$ cat src/rtl/dac_segment_encoder.sv
// Buffers sample codes and emits one per update tick as 7 binary LSBs plus a 17-element thermometer (DAC_DEM_EN enables DWA rotation).
// Latency: first tick edge after the push edge; s_ready drops while the FIFO is full; an empty FIFO on a tick holds the outputs and counts an underflow.

module dac_seg_fifo #(
  parameter int W     = 12,
  parameter int DEPTH = 8
) (
  input  logic                       i_clk,
  input  logic                       i_rst_n,
  input  logic                       i_wr_vld,
  input  logic [W-1:0]               i_wr_dat,
  output logic                       o_wr_rdy,
  input  logic                       i_rd_en,
  output logic [W-1:0]               o_rd_dat,
  output logic [$clog2(DEPTH):0]     o_count
);
  localparam int AW = $clog2(DEPTH);

  logic [W-1:0]  r_mem [DEPTH];
  logic [AW-1:0] r_wr_ptr;
  logic [AW-1:0] r_rd_ptr;
  logic [AW:0]   r_count;
  logic          w_push;

  assign o_wr_rdy = (r_count != (AW+1)'(DEPTH));
  assign w_push   = i_wr_vld && o_wr_rdy;
  assign o_rd_dat = r_mem[r_rd_ptr];
  assign o_count  = r_count;

  always_ff @(posedge i_clk) begin
    if (w_push) r_mem[r_wr_ptr] <= i_wr_dat;
  end

  always_ff @(posedge i_clk) begin
    if (!i_rst_n) begin
      r_wr_ptr <= '0;
      r_rd_ptr <= '0;
      r_count  <= '0;
    end else begin
      if (w_push)  r_wr_ptr <= r_wr_ptr + 1'b1;
      if (i_rd_en) r_rd_ptr <= r_rd_ptr + 1'b1;
      case ({w_push, i_rd_en})
        2'b10:   r_count <= r_count + 1'b1;
        2'b01:   r_count <= r_count - 1'b1;
        default: r_count <= r_count;
      endcase
    end
  end
endmodule

module dac_segment_encoder #(
  parameter int CODE_W     = 12,
  parameter int FIFO_DEPTH = 8,
  parameter int UPDATE_DIV = 4,
  parameter int PRIME_LVL  = 2
) (
  input  logic              clkin,
  input  logic              pdb,
  input  logic              enable,
  input  logic              s_valid,
  input  logic [CODE_W-1:0] s_code,
  output logic              s_ready,
  output logic [6:0]        datainbin,
  output logic [6:0]        datainbinb,
  output logic [16:0]       dataintherm,
  output logic [16:0]       datainthermb,
  output logic              clip,
  output logic [15:0]       underflow_cnt
);
  localparam int AW    = $clog2(FIFO_DEPTH);
  localparam int CNT_W = (UPDATE_DIV > 1) ? $clog2(UPDATE_DIV) : 1;
  localparam logic [AW:0]         PRIME_CNT  = (AW+1)'(PRIME_LVL);
  localparam logic [CNT_W-1:0]    TICK_LAST  = CNT_W'(UPDATE_DIV - 1);
  localparam logic [CODE_W-1:0]   FULL_SCALE = CODE_W'(2303);

  typedef enum logic {ST_IDLE, ST_RUN} state_t;

  state_t            r_state, w_state_nxt;
  logic [CNT_W-1:0]  r_tick_cnt;
  logic [6:0]        r_bin, r_binb;
  logic [16:0]       r_therm, r_thermb;
  logic              r_clip;
  logic [15:0]       r_uf_cnt;
  logic [CODE_W-1:0] w_head;
  logic [AW:0]       w_count;
  logic              w_tick, w_empty, w_pop, w_over;
  logic [CODE_W-1:0] w_c;
  logic [4:0]        w_n;
  logic [16:0]       w_base, w_therm;

  dac_seg_fifo #(.W(CODE_W), .DEPTH(FIFO_DEPTH)) u_fifo (
    .i_clk    (clkin),
    .i_rst_n  (pdb),
    .i_wr_vld (s_valid),
    .i_wr_dat (s_code),
    .o_wr_rdy (s_ready),
    .i_rd_en  (w_pop),
    .o_rd_dat (w_head),
    .o_count  (w_count)
  );

  always_comb begin
    w_state_nxt = r_state;
    case (r_state)
      ST_IDLE: if (enable && (w_count >= PRIME_CNT)) w_state_nxt = ST_RUN;
      ST_RUN:  if (!enable) w_state_nxt = ST_IDLE;
      default: w_state_nxt = ST_IDLE;
    endcase
  end

  // A tick is suppressed on the cycle RUN is being left, so stopping never pops.
  assign w_tick  = (r_state == ST_RUN) && enable && (r_tick_cnt == TICK_LAST);
  assign w_empty = (w_count == '0);
  assign w_pop   = w_tick && !w_empty;

  assign w_over = (w_head > FULL_SCALE);
  assign w_c    = w_over ? FULL_SCALE : w_head;
  assign w_n    = 5'(w_c >> 7);
  assign w_base = 17'((18'd1 << w_n) - 18'd1);

`ifdef DAC_DEM_EN
  logic [4:0]  r_dem_ptr;
  logic [33:0] w_dbl;
  logic [5:0]  w_ptr_sum;

  // Rotate the unary pattern left by the pointer, wrapping modulo 17 elements.
  assign w_dbl     = {17'd0, w_base} << r_dem_ptr;
  assign w_therm   = w_dbl[16:0] | w_dbl[33:17];
  assign w_ptr_sum = {1'b0, r_dem_ptr} + {1'b0, w_n};

  always_ff @(posedge clkin) begin
    if (!pdb)       r_dem_ptr <= '0;
    else if (w_pop) r_dem_ptr <= (w_ptr_sum >= 6'd17) ? 5'(w_ptr_sum - 6'd17) : w_ptr_sum[4:0];
  end
`else
  assign w_therm = w_base;
`endif

  always_ff @(posedge clkin) begin
    if (!pdb) begin
      r_state    <= ST_IDLE;
      r_tick_cnt <= '0;
      r_bin      <= '0;
      r_binb     <= '1;
      r_therm    <= '0;
      r_thermb   <= '1;
      r_clip     <= 1'b0;
      r_uf_cnt   <= '0;
    end else begin
      r_state <= w_state_nxt;
      if ((r_state == ST_RUN) && enable) r_tick_cnt <= w_tick ? '0 : r_tick_cnt + 1'b1;
      else                               r_tick_cnt <= '0;
      r_clip <= w_pop && w_over;
      if (w_pop) begin
        r_bin    <= w_c[6:0];
        r_binb   <= ~w_c[6:0];
        r_therm  <= w_therm;
        r_thermb <= ~w_therm;
      end
      if (w_tick && w_empty && (r_uf_cnt != 16'hFFFF)) r_uf_cnt <= r_uf_cnt + 16'd1;
    end
  end

  assign datainbin     = r_bin;
  assign datainbinb    = r_binb;
  assign dataintherm   = r_therm;
  assign datainthermb  = r_thermb;
  assign clip          = r_clip;
  assign underflow_cnt = r_uf_cnt;
endmodule

$ cat config.mk
export PLATFORM = sky130hd
export DESIGN_NAME = dac_segment_encoder
export DESIGN_NICKNAME = d
export VERILOG_FILES = /design/src/rtl/dac_segment_encoder.sv
export SDC_FILE = /design/constraint.sdc
export NUM_CORES = 1
export LEC_CHECK = 0
export ABC_AREA = 1
export BUFFER_PORTS_ARGS = -buffer_cell sky130_fd_sc_hd__buf_2
export CORE_MARGIN = 2
export CORE_UTILIZATION = 51
export CTS_CLUSTER_DIAMETER = 60
export CTS_CLUSTER_SIZE = 8
export DETAILED_ROUTE_END_ITERATION = 8
export GPL_ROUTABILITY_DRIVEN = 0
export GPL_TIMING_DRIVEN = 0
export HOLD_SLACK_MARGIN = 0.03
export PLACE_DENSITY = 0.67
export SETUP_SLACK_MARGIN = 0.05
export SYNTH_ARGS = -nofsm -noshare
export SYNTH_HDL_FRONTEND = slang
export SYNTH_SLANG_ARGS = --single-unit
$ cat constraint.sdc
create_clock -name clkin -period 4.3 [get_ports clkin]
set_clock_uncertainty 0.1 [all_clocks]
set_input_delay 0.645 -clock clkin [delete_from_list [all_inputs] [get_ports clkin]]
set_output_delay 0.645 -clock clkin [all_outputs]
set_load 0.01 [all_outputs]
---- Word-level counts from Yosys, hierarchy flattened ----
Memory sizes are Yosys's and may differ from the RTL's. A register that Yosys moved wholly into a read port is not among the register bits.
Index checks and enable logic that the tools add are counted.
cells by class
  bitwise gates (word level) .............. 5
  eq/ne operators ......................... 5
  add/subtract/negate cells ............... 7
  order comparisons ....................... 2
  shifts and indexed selects .............. 1
  mux-type cells .......................... 9
  reduce and logical (&&, ||, !) cells .... 12
operator list
  cell                   number
  $not 17->17            1
  $shl 1x5->17 const A   1
  $sub 17x1->17 const B  1
  $add 16x1->16 const B  1
  $ne 16x16->1 const B   1
  $gt 12x12->1 const B   1
  $mux 12                1
  $logic_and 1x1->1      8
  $pmux 4 s2             1
  $not 7->7              1
  $add 3x1->3 const B    2
  $mux 3                 2
  $add 4x1->4 const B    1
  $eq 2x2->1 const B     2
  $ge 4x2->1 const B     1
  $logic_not 4->1        1
  $mux 1                 4
  $ne 4x4->1 const B     1
  $sub 4x1->4 const B    1
  $not 1->1              3
  $reduce_or 3->1        1
  $add 2x1->2 const B    1
  $eq 2x1->1 const B     1
  $pmux 1 s2             1
  other kinds (2)        2
word-level totals
  bits in writable memories ............... 96
  memories kept ........................... 1
  logic and storage cells ................. 53
  bits in registers ....................... 78
memories
  memory        depth  width  read ports  clocked after memory_dff  wr ports  line  text
  u_fifo.r_mem  8      12     1           1                         1         19    logic [W-1:0] r_mem [DEPTH];

---- Longest topological paths before layout ----
  depth in word-level cells ............... 5
  depth in mapped cells ................... 21

---- By module ----
Synthesis repeated with hierarchy kept, for this count alone.
second synthesis, totals
  cell total of the unflattened synthesis .. 792
  area total of the unflattened synthesis .. 7531.0 um^2
by module, submodules not included
  module               area an instance (um^2)  seq. area each (um^2)  times used  cells an instance
  dac_seg_fifo         4400.5                   3143.0                 1           359
  dac_segment_encoder  3130.5                   1361.3                 1           433

---- Worst setup path before layout ----
No wires, ideal clock.
  kind .................................... in2reg
  start point ............................. in enable
  end point ............................... reg u_fifo.r_count[3] (netlist: u_fifo.o_count[3])
  library setup time ...................... 0.070 ns
  setup slack ............................. 1.605 ns
  arrival time ............................ 2.525 ns
  stages on the path ...................... 11
  buffers on the path ..................... 1
  required time ........................... 4.130 ns
  path through ............................ nand3_1 -> a21oi_1 -> buf_2 -> ha_1 -> ha_1 -> nand2_1 -> nor2_1 -> a211oi_1 -> xor2_1 -> nand2_1 -> a21oi_1
on the way
  cells in the longest elaborated chain, start to end .. 5
  elaborated cells on any way between the ends .. 7
RTL lines
  element                                          line  text
  from (decl)                                      59    input logic enable,
  $logic_and 1x1->1 * (2 in a row)                 112   assign w_tick = (r_state == ST_RUN) && enable && (r_tick_cnt == TICK_LAST);
  $logic_and 1x1->1 *                              114   assign w_pop = w_tick && !w_empty;
  via u_fifo.i_rd_en                               13    input logic i_rd_en,
  $eq 2x1->1 or $eq 2x2->1 (tied branches)         42    case ({w_push, i_rd_en})
  $pmux 4 s2 or $reduce_bool 2->1 (tied branches)  -
  to (signal assigned)                             43    2'b10: r_count <= r_count + 1'b1;
  to (signal assigned)                             44    2'b01: r_count <= r_count - 1'b1;
  to (signal assigned)                             45    default: r_count <= r_count;
  to (decl)                                        22    logic [AW:0] r_count;
Mark *: on every way through the listed nets, which the timed path passes. The rest lies on a longest branch.
A chain may end at the register's enable or synchronous reset.

---- Worst setup path after layout ----
  start point ............................. reg r_tick_cnt[0]
  end point ............................... reg u_fifo.r_count[3] (netlist: u_fifo.o_count[3])
on the way
  cells in the longest elaborated chain, start to end .. 5
  elaborated cells on any way between the ends .. 7
RTL lines
  element                                          line  text
  from (decl)                                      79    logic [CNT_W-1:0] r_tick_cnt;
  from (signal assigned)                           151   if ((r_state == ST_RUN) && enable) r_tick_cnt <= w_tick ? '0 : r_tick_cnt + 1'b1;
  $eq 2x2->1 *                                     112
  $logic_and 1x1->1 *                              112
  $logic_and 1x1->1 *                              114
  via u_fifo.i_rd_en                               13
  $eq 2x1->1 or $eq 2x2->1 (tied branches)         42
  $pmux 4 s2 or $reduce_bool 2->1 (tied branches)  -
Marks and branches as above.

==> results.md <==
- Leak: around 3.6 nW
- Syn nets: slightly below 800
- Via density: approximately 5.5
- Via count: 5878
- Number of global-route vias before repair: between 5000 and 6000
- Unique cell type count in the Yosys netlist: 43
- Skew-Pair Late Insertion Delay: about 0.43 ns
- Final hold vios: 0
- Worst hold path endpoint: r_tick_cnt[0]
- Cell Area, Synth: 7546 um^2
- Flop-to-flop setup slack: roughly 0.92 ns
- Crit. End Element: flip-flop
- Die W: between 100 and 150 um
- Hold Crit Depth: 1
- Commonest non-fill, non-tap cell in the layout: nand2_1
- Fin nets: approximately 900
- Fmax: between 200 and 300 MHz
- WP data arrival: approximately 3.6 ns
- Post-route ant nets: 0
- # port buffers: 80
- WP data required: between 4 and 5 ns
- # IOs: slightly above 80
- Row count: between 40 and 50
- Root Driver: clkbuf_16
- H-Tree Depth: 4
- Final setup vio count: 0
- Starting Density: 0.5212
- Synth Instances: between 700 and 800
- Power Dens Cells: between 300 and 400 nW/um^2
- Post-CTS Setup Bufs: 0
- Rel. slew slack: 0.08220
- Clock buffer depth: 2
- Die height: around 130 um
- DIE AREA: between 15000 and 20000 um^2
- Core area: about 14000 um^2
- WS Path Type: flip-flop to flip-flop
- Non-Filler Instances: between 1000 and 1500
- Hold Crit Class: flip-flop to flip-flop
- Tot Pwr: around 3.4 mW
- Top_reg_cell synth: edfxtp_1
- Hold buffer count at CTS: 0
- Clock-pin slew on the worst setup and hold paths: 0.07 ns
- Detailed Route Iter0 Violations: around 540
- Number of synthesis warnings: 0
- R2R depth: 12
- Num CTS Buffers: 17
- Initial antenna violation count: 0
- DR WL/cell: approximately 17 um
- Peak supply drop: between 0.0002 and 0.0003 V
- Count of flip-flops with a built-in enable after synthesis: 96
- Fin crit period: 3.385 ns
- TritonCTS clock tree: built
- Unrepaired setup endpoints after global routing: no
- Drt drc: 0
- Clock sink total: roughly 180
- Worst slew pin tran: 1.372 ns
- Placed insts: ~1000
- Max cap viols: 0
- FFs w/ async S/R, synth: 0
- Final period util: 0.7872
- Flops & latches, synth: approximately 180
- Layout cells sized above 1: 0.2105
- Crit start category: flip-flop
- Area delta synth->final: 16.03%
- R2r endpoint: u_fifo.o_count[3]
- Status: complete, no violations
- Total track usage: 0.2303
- Worst Path Max Fanout: 10
- Avg Cell Area, Syn: approximately 10 um^2
- Diode count: 0
- Critical R2R Launch: r_tick_cnt[0]
- Final HPWL DP: approximately 12 mm
- First-pass GRT wire length: approximately 28 mm
- Setup TNS: 0 ns
- Post-cts sizing count: 0
- Grt total ovfl: 0
- Final wirelength: 17.97 mm
- Register area share after synthesis: 0.5969
- Worst hold start: r_tick_cnt[0]
- Final Max Slew Viols: 0
- Commonest cells after routing, fill and taps aside: nand2_1, edfxtp_1, buf_2, dfxtp_1, inv_1
- Pre-antenna DRT Iters: 6
- Largest net degree at the start of global routing: 17
==> logic make-up (layout without fill, tap and decap cells) <==
family                   count (synthesis)  count (layout)  share of synthesized area
AND/OR/NAND/NOR                        311             311                     0.1971
flip-flops                             177             177                     0.5969
AO/OA/AOI/OAI                          145             145                     0.1164
buffers and inverters                  120             234                    0.07014
adder cells (fa/ha/maj)                  9               9                    0.01592
XOR/XNOR                                 3               3                   0.003483
==> power by group <==
group          internal, mW  switching (mW)
combinational        0.0475           0.118
clock                 0.790           0.643
sequential             1.81         0.00883
==> state kept, by name (all words and copies together), names as in the netlist, named ones only <==
register         cells
clip                 1
datainbin            7
datainbinb           7
dataintherm         17
datainthermb        17
r_state              1
r_tick_cnt           2
u_fifo.o_count       4
u_fifo.r_mem        96
u_fifo.r_rd_ptr      3
u_fifo.r_wr_ptr      3
underflow_cnt       16
==> worst max-delay path: stages, from the launching register on <==
cell and delay, ns:
dfxtp_1 0.34, ha_1 0.20, nand3_1 0.10, a21oi_1 0.80
buf_2 0.41, ha_1 0.29, ha_1 0.29, nand2_1 0.09
nor2_1 0.04, a211oi_1 0.26, xor2_1 0.19, nand2_1 0.07
a21oi_1 0.13
==> layout make-up <==
type                       instances  area [um^2]
clock buffer                      20        467.9
inverter                          85        319.1
tap                              184        230.2
buffer                            35        210.2
multi-input combinational        468         2517
fill                            1240         5723
clock inverter                    12        83.83
sequential                       177         4504
timing repair buffer              82        422.9
==> layer usage <==
layer	vias to the layer above	wire length (um)	track usage
li1	2831	-	-
met1	2817	7813	0.2953
met2	203	8794	0.3895
met3	27	1021	0.04206
met4	0	337	0.09085
met5	-	0	0
==> through the flow <==
step	cell area, um^2	hold slack [ns]	worst slack (ns)	utilization
2_1_floorplan	7546	0.3043	1.605	-
3_3_place_gp	8177	0.3097	0.8355	0.5647
3_5_place_dp	8177	0.3372	0.7339	0.5647
4_1_cts	8728	0.3464	0.9398	0.6028
5_1_grt	8756	0.3590	0.7480	0.6047
6_report	8756	0.3426	0.9152	0.6047
==> how the worst max path moves through the flow <==
stage / from / to / cells after the start
2_1_floorplan: enable / u_fifo.o_count[3] / 11
3_3_place_gp: enable / u_fifo.o_count[3] / 12
3_5_place_dp: enable / u_fifo.o_count[3] / 12
4_1_cts: r_tick_cnt[0] / u_fifo.o_count[3] / 12
5_1_grt: r_tick_cnt[0] / u_fifo.o_count[3] / 12
6_report: r_tick_cnt[0] / u_fifo.o_count[3] / 12
==> cells in the mapped netlist, drive strengths merged (2+ instances only) <==
| cell type | count | area (um^2) |
|---|---|---|
| nand4 | 24 | 175.2 |
| ha | 8 | 100.1 |
| o211ai | 3 | 22.52 |
| nor2 | 62 | 272.8 |
| clkbuf | 12 | 46.29 |
| a21oi | 72 | 364.1 |
| o211a | 7 | 70.07 |
| dfxtp | 81 | 1622 |
| a211oi | 3 | 22.52 |
| nor3 | 10 | 50.05 |
| nand3 | 50 | 305.3 |
| inv | 84 | 315.3 |
| nor4 | 4 | 25.02 |
| nand2 | 160 | 653.1 |
| o21ai | 39 | 206.5 |
| o21a | 2 | 15.01 |
| edfxtp | 96 | 2883 |
| buf | 23 | 163.9 |
| a221o | 14 | 140.1 |
| xnor2 | 2 | 17.52 |
(Power assumes the default switching activity.)
